$ cat src/rtl/pattern_rec_table.sv
// Record table with a sequential default-pattern fill engine.
// Indexed writes override the default for their index during a fill.
module pattern_rec_table #(
    parameter int DEPTH = 8,
    parameter int KEY_W = 32,
    parameter int VAL_W = 64,
    parameter int IDX_W = $clog2(DEPTH)
) (
    input  logic             clk,
    input  logic             rst_n,
    input  logic             fill_req,
    input  logic [KEY_W-1:0] fill_key,
    input  logic [VAL_W-1:0] fill_val,
    output logic             fill_busy,
    output logic             fill_done,
    input  logic             wr_en,
    input  logic [IDX_W-1:0] wr_idx,
    input  logic [KEY_W-1:0] wr_key,
    input  logic [VAL_W-1:0] wr_val,
    input  logic [IDX_W-1:0] rd_idx,
    output logic [KEY_W-1:0] rd_key,
    output logic [VAL_W-1:0] rd_val,
    output logic             rd_vld,
    output logic [IDX_W:0]   vld_cnt
);

    typedef enum logic [1:0] {
        IDLE,
        FILL,
        DONE
    } state_t;

    state_t state_q, state_d;

    logic [IDX_W-1:0] ptr_q;
    logic [KEY_W-1:0] shd_key_q;
    logic [VAL_W-1:0] shd_val_q;

    logic [KEY_W-1:0] key_q [DEPTH];
    logic [VAL_W-1:0] val_q [DEPTH];
    logic [DEPTH-1:0] vld_q;
    logic [DEPTH-1:0] ovr_q;

    logic             fill_start;
    logic             fill_step;
    logic [DEPTH-1:0] wr_hit;
    logic [DEPTH-1:0] step_hit;
    logic [IDX_W+1:0] cnt_sum;
    logic [KEY_W-1:0] rd_key_d;
    logic [VAL_W-1:0] rd_val_d;
    logic             rd_vld_d;

    always_comb begin
        state_d    = state_q;
        fill_start = 1'b0;
        fill_step  = 1'b0;
        unique case (state_q)
            IDLE: begin
                if (fill_req) begin
                    fill_start = 1'b1;
                    state_d    = FILL;
                end
            end
            FILL: begin
                fill_step = 1'b1;
                if (ptr_q == IDX_W'(DEPTH - 1)) begin
                    state_d = DONE;
                end
            end
            DONE: state_d = IDLE;
            default: state_d = IDLE;
        endcase
    end

    // Per-entry decode; out-of-range indices match no entry and drop out.
    always_comb begin
        wr_hit   = '0;
        step_hit = '0;
        for (int i = 0; i < DEPTH; i++) begin
            wr_hit[i]   = wr_en && (wr_idx == IDX_W'(i));
            step_hit[i] = fill_step && (ptr_q == IDX_W'(i))
                          && !ovr_q[i] && !wr_hit[i];
        end
    end

    always_comb begin
        rd_key_d = '0;
        rd_val_d = '0;
        rd_vld_d = 1'b0;
        for (int i = 0; i < DEPTH; i++) begin
            if (rd_idx == IDX_W'(i)) begin
                rd_key_d = key_q[i];
                rd_val_d = val_q[i];
                rd_vld_d = vld_q[i];
            end
        end
    end

    // Each edge can newly validate at most one write and one fill entry.
    always_comb begin
        cnt_sum = {1'b0, vld_cnt}
                + (IDX_W+2)'($countones((wr_hit | step_hit) & ~vld_q));
    end

    always_ff @(posedge clk or negedge rst_n) begin
        if (!rst_n) begin
            state_q   <= IDLE;
            ptr_q     <= '0;
            shd_key_q <= '0;
            shd_val_q <= '0;
        end else begin
            state_q <= state_d;
            if (fill_start) begin
                ptr_q     <= '0;
                shd_key_q <= fill_key;
                shd_val_q <= fill_val;
            end else if (fill_step) begin
                ptr_q <= (state_d == DONE) ? '0 : ptr_q + IDX_W'(1);
            end
        end
    end

    always_ff @(posedge clk or negedge rst_n) begin
        if (!rst_n) begin
            for (int i = 0; i < DEPTH; i++) begin
                key_q[i] <= '0;
                val_q[i] <= '0;
            end
            vld_q <= '0;
            ovr_q <= '0;
        end else begin
            for (int i = 0; i < DEPTH; i++) begin
                if (wr_hit[i]) begin
                    key_q[i] <= wr_key;
                    val_q[i] <= wr_val;
                    vld_q[i] <= 1'b1;
                end else if (step_hit[i]) begin
                    key_q[i] <= shd_key_q;
                    val_q[i] <= shd_val_q;
                    vld_q[i] <= 1'b1;
                end
            end
            if (fill_start) begin
                ovr_q <= '0;
            end else if (state_q == FILL) begin
                ovr_q <= ovr_q | wr_hit;
            end
        end
    end

    always_ff @(posedge clk or negedge rst_n) begin
        if (!rst_n) begin
            rd_key  <= '0;
            rd_val  <= '0;
            rd_vld  <= 1'b0;
            vld_cnt <= '0;
        end else begin
            rd_key <= rd_key_d;
            rd_val <= rd_val_d;
            rd_vld <= rd_vld_d;
            if (cnt_sum > (IDX_W+2)'(DEPTH)) begin
                vld_cnt <= (IDX_W+1)'(DEPTH);
            end else begin
                vld_cnt <= cnt_sum[IDX_W:0];
            end
        end
    end

    assign fill_busy = (state_q == FILL);
    assign fill_done = (state_q == DONE);

endmodule

$ cat config.mk
export PLATFORM = sky130hd
export DESIGN_NAME = pattern_rec_table
export DESIGN_NICKNAME = d
export VERILOG_FILES = /design/src/rtl/pattern_rec_table.sv
export SDC_FILE = /design/constraint.sdc
export NUM_CORES = 2
export LEC_CHECK = 0
export CAP_MARGIN = 0
export CELL_PAD_IN_SITES_DETAIL_PLACEMENT = 0
export CELL_PAD_IN_SITES_GLOBAL_PLACEMENT = 1
export CORE_ASPECT_RATIO = 0.8
export CORE_MARGIN = 5
export CORE_UTILIZATION = 47
export CTS_CLUSTER_SIZE = 14
export DETAILED_ROUTE_END_ITERATION = 8
export GPL_TIMING_DRIVEN = 1
export PLACE_DENSITY = 0.83
export SETUP_SLACK_MARGIN = 0.5
export SLEW_MARGIN = 20
export SYNTH_ARGS = -nofsm -noshare
export SYNTH_HDL_FRONTEND = slang
export SYNTH_SLANG_ARGS = --single-unit
$ cat constraint.sdc
create_clock -name clk -period 6.45 [get_ports clk]
set_clock_uncertainty 0.2 [all_clocks]
set_input_delay 1.6125 -clock clk [delete_from_list [all_inputs] [get_ports clk]]
set_output_delay 1.6125 -clock clk [all_outputs]
set_load 0.02 [all_outputs]
; ---- Yosys cells after proc, flatten, opt, wreduce, memory -nomap -nowiden
; Index checks and enable logic that the tools add are counted.
[totals]
ff_bits = 986
input_bits = 202
[op_classes]
add_sub_neg = 9
magnitude_cmp = 1
eq_ne = 24
muxes = 84
bitwise = 4
n_reduce_logical = 62
[op_table]
columns = operator, count
row1 = $mux W64, 24
row2 = $mux W32, 24
row3 = $eq A3 B3 Y1 const B, 12
row4 = $logic_and A1 B1 Y1, 32
row5 = $mux W1, 27
row6 = $reduce_bool A2 Y1, 10
row7 = $eq A3 B2 Y1 const B, 6
row8 = $logic_not A1 Y1, 16
row9 = $mux W8, 2
row10 = $or A8 B8 Y8, 2
row11 = $eq A3 B1 Y1 const B, 3
row12 = $logic_not A3 Y1, 3
row13 = $mux W3, 3
row14 = $add A1 B1 Y2, 4
row15 = $and A8 B8 Y8, 1
row16 = $not A8 Y8, 1
row17 = $add A2 B2 Y3, 2
row18 = $add A4 B4 Y5, 1
row19 = $gt A5 B4 Y1 const B, 1
row20 = $add A3 B3 Y4, 1
row21 = $eq A2 B2 Y1 const B, 2
row22 = $mux W2, 2
row23 = $mux W4, 1
row24 = $pmux W2 S2, 1
row25 = other kinds (3), 3

; ---- Longest topological paths before layout
[logic_depth]
ltp_word = 13
ltp_mapped = 19
depth_no_buf = 16

; ---- Worst setup path before layout
; OpenSTA, ideal clock, no wires.
[synth_timing]
path_kind = input to register
start = input port wr_idx[2]
end = register vld_cnt[3]
setup_ns = 0.131
arrival_time_ns = 5.086
setup_slack_ns = 1.032
path_stages = 15
n_path_buf = 0
cell_sequence = nand2b_1 > or2_2 > a21oi_1 > fa_1 > inv_1 > fa_1 > inv_1 > fa_1 > inv_1 > fa_1 > inv_1 > fa_1 > nand2b_1 > mux2_2 > or3_1
[synth_between]
elab_chain_len = 12
word_cells_on_any_way = 44
[synth_rtl]
columns = element, line
row1 = "start, declared", 17  ; input logic [IDX_W-1:0] wr_idx,
row2 = $eq A3 B1 Y1 (tied with other cells), 80  ; wr_hit[i] = wr_en && (wr_idx == IDX_W'(i));
row3 = $logic_and A1 B1 Y1, 80
row4 = $logic_not A1 Y1, 82  ; && !ovr_q[i] && !wr_hit[i];
row5 = $logic_and A1 B1 Y1, 82
row6 = $or A8 B8 Y8 *, 102  ; + (IDX_W+2)'($countones((wr_hit | step_hit) & ~vld_q));
row7 = $and A8 B8 Y8 *, 102
row8 = $add A1 B1 Y2 (implied by the code), 102
row9 = $add A2 B2 Y3 (implied by the code), 102
row10 = $add A3 B3 Y4 (implied by the code) *, 102
row11 = $add A4 B4 Y5 *, 102
row12 = $gt A5 B4 Y1, 161  ; if (cnt_sum > (IDX_W+2)'(DEPTH)) begin
row13 = $mux W4 *, 161
row14 = "end signal, assigned", 162  ; vld_cnt <= (IDX_W+1)'(DEPTH);
row15 = "end signal, assigned", 164  ; vld_cnt <= cnt_sum[IDX_W:0];
row16 = "end, declared", 24  ; output logic [IDX_W:0] vld_cnt
; Every way passes the cells marked *; elsewhere a longest branch is shown, timed or not.
; A chain may end at the register's enable or synchronous reset.

; ---- Worst setup path in the final report
[layout_timing]
start = input port wr_idx[1]
end = register vld_cnt[3]
; Same word-level chain as after synthesis.

==> impl_metrics.py <==
metrics = {
    "outcome": {
        "outcome": "finished clean",
    },
    "clock_tree": {
        "path_clk_slew_ns": 0.06,
        "clockBufferDepth": 3,
        "cts_inserted_buffers": 105,
        "cts_resized": 0,
        "post_cts_buffers": 0,
        "insertion_delay_ns": 0.69,
        "cts.sinks": 986,
        "clockRootBuffer": "clkbuf_16",
        "holdBufCountCts": 0,
        "cts_tree": "yes",
        "htree_levels": 3,
    },
    "logic_synthesis": {
        "syn_area_per_cell_um2": 9.62,
        "yosys_warnings": 0,
        "yosysTopAreaCell": "dfrtp_1",
        "syn_area_um2": 50800,
        "synth_edf_count": 0,
        "synth-seq-cells": 986,
        "syn-num-nets": 5502,
        "syn_inst": 5283,
        "synthDistinctLibCells": 41,
        "ys.flop_type": "dfrtp_1",
        "seq_area_frac_synth": 0.486,
        "synth_top_area_share": 0.486,
        "ys_top_cells_by_area": "dfrtp_1, mux2i_1, nand2_1",
        "async_reset_ff_frac": 1.00,
    },
    "grt": {
        "grt_pass1_vias": 37983,
        "overflow": 0,
        "grt_first_pass_wirelength_um": 241000,
        "grt_usage": 0.269,
        "grt_max_degree": 195,
        "antenna_found_initial": 18,
    },
    "floorplanning": {
        "core_um2": 107000,
        "start_util": 0.475,
        "num_rows": 107,
        "die_y_um": 304,
        "dieArea_um2": 115000,
        "ioPinCount": 305,
        "die_w_um": 378,
    },
    "layout": {
        "seq_area_um2": 24700,
        "multi_input_area_um2": 23000,
        "drive_gt1_frac": 0.0685,
        "syn_to_final_growth_pct": 12.2,
        "final_common_cell": "nand2_1",
        "mostFrequentLayoutCells": "nand2_1, dfrtp_1, mux2i_1, o21ai_0, clkdlybuf4s50_1",
        "nNetsFinal": 5369,
        "utilization": 0.533,
        "filler_cell_count": 9535,
    },
    "hold_path": {
        "min_from": "vld_q[3]$_DFFE_PN0N_",
        "hold_class": "flop to flop",
    },
    "drt": {
        "via_count": 38510,
        "firstDrtPassIters": 6,
        "ant_nets": 0,
        "via_per_inst": 5.77,
        "wirelength_um": 157000,
        "drc": 0,
        "post_drt_wl_per_cell_um": 23.5,
        "drt_iter0_drc": 3590,
    },
    "sta": {
        "rsz0062_at_grt": "false",
        "setup_viol": 0,
        "fin_crit_ns": 5.50,
        "tns_ns": 0,
        "max_freq_mhz": 182,
        "fin_ws_ns": 0.946,
        "finalHoldViolCount": 0,
        "slew_headroom": 0.224,
        "tightest_slew_ns": 1.16,
        "period_share": 0.853,
        "maxSlewViolCount": 0,
    },
    "critical_path": {
        "timing_worst_setup_path_type": "input pin to flop",
        "crit_path_end_kind": "flop",
        "critical_path.max_stage_delay_ns": 0.60,
        "cp_cell_sequence": "clkdlybuf4s50_1, nand2b_1, or2_2, a21oi_1, fa_1, inv_1, fa_1, inv_1, fa_1, inv_1, fa_1, inv_1, fa_1, nand2b_1, mux2_2, or3_1",
        "r2r_slack_ns": 1.74,
        "critPathArrivalTime_ns": 5.86,
        "startpoint_type": "input pin",
        "cp.required_ns": 6.80,
        "cpLargestDelayFamily": "adder cells",
        "reg2reg_from": "ptr_q[0]$_DFFE_PN0P_",
        "cp-startpoint": "wr_idx[1]",
        "crit_buf_inv": 5,
        "cp_slowest_cell": "clkdlybuf4s50_1",
        "cp_common_cell": "fa_1",
        "crit_path_max_fanout": 6,
    },
    "pwr": {
        "leakage_nw": 24.2,
        "ir_worst_vdd_mv": 0.319,
        "p_per_area_nw_per_um2": 442,
    },
    "placement": {
        "dp_hpwl_um": 80400,
        "dp_slack_ns": 0.247,
        "finalWeightedCongestion": 0.793,
        "port_buffers": 304,
    },
    "run": {
        "drv_cap": 0,
    },
}
==> Yosys cell counts, types with 4 or more instances <==
master	count
nor2_1	35
dfrtp_1	986
o31a_1	88
o21ai_0	718
o21ai_1	79
fa_1	5
nor3b_1	4
mux2i_1	962
clkbuf_2	6
or3_1	7
buf_4	135
or2_2	90
a221oi_1	88
nor2b_1	5
inv_1	9
buf_2	124
a21oi_1	186
ha_1	12
nand3b_1	8
o211ai_1	18
buf_6	25
a22oi_1	88
nand2b_1	5
nand2_1	1255
clkbuf_1	306
buf_1	14
==> area by class of cell <==
type | count | area share
sequential | 986 | 0.433
multi-input combinational | 3675 | 0.404
timing repair buffer | 373 | 0.0683
clock buffer | 159 | 0.0564
tap | 1417 | 0.0311
clock inverter | 37 | 0.00628
antenna | 14 | 0.000615
inverter | 9 | 0.000593
==> path summary, 6_finish.rpt <==
kind,cells past startpoint,end
max,16,vld_cnt[3]$_DFF_PN0_
min,1,vld_q[3]$_DFFE_PN0N_
max reg2reg,14,vld_cnt[3]$_DFF_PN0_
min reg2reg,1,vld_q[3]$_DFFE_PN0N_
max in group asynchronous,2,key_q[170]$_DFFE_PN0N_
min in group asynchronous,1,shd_val_q[7]$_DFFE_PN0P_
==> per-layer routing <==
metal  share of wire  GRT usage
met5         0.00038          0
met4           0.024     0.0686
met3           0.065     0.0478
met2            0.46      0.422
met1            0.45      0.388
==> where the power goes <==
part | switching, W | total (W) | internal (W)
Combinational | 0.00407 | 0.00765 | 0.00357
Sequential | 0.00226 | 0.0113 | 0.00905
Clock | 0.00259 | 0.00626 | 0.00367
Total | 0.00892 | 0.0252 | 0.0163
==> registers in the layout, indices dropped and copies added, names as in the netlist, 3 cells and up <==
name       count
shd_key_q     32
shd_val_q     64
rd_key        32
vld_cnt        4
rd_val        64
val_q        512
ovr_q          8
ptr_q          3
vld_q          8
key_q        256
==> worst reg2reg max path, stage by stage, from the launching register on <==
cell and delay, ns:
dfrtp_1 0.41, ha_1 0.20, ha_1 0.26, nor3b_4 0.80, o21bai_1 0.18, fa_1 0.53, inv_1 0.05, fa_1 0.42
inv_1 0.08, fa_1 0.18, inv_1 0.06, fa_1 0.45, nand2b_1 0.16, mux2_2 0.29, or3_1 0.31
==> cells by family after synthesis <==
logic type | count (synthesis) | synth area share
mux | 963 | 0.190
flops | 986 | 0.486
buf+inv | 622 | 0.0635
xor+xnor | 1 | 0.000172
fa+ha+maj | 17 | 0.00493
compound gates | 1272 | 0.144
simple gates | 1422 | 0.112
==> stage by stage <==
| step | hold WS, ns | area, um^2 | instances | power [W] |
|---|---|---|---|---|
| 4_1_cts | 0.302 | 57000 | 6656 | 0.0253 |
| 6_report | 0.307 | 57000 | 6670 | 0.0252 |
| 3_5_place_dp | 0.285 | 53400 | 6460 | 0.0190 |
| 2_1_floorplan | 0.254 | 50800 | 5283 | 0.0164 |
| 5_1_grt | 0.323 | 57000 | 6666 | 0.0268 |
| 3_3_place_gp | 0.287 | 53400 | 6460 | 0.0187 |
Power figures use the tool's default switching activity.
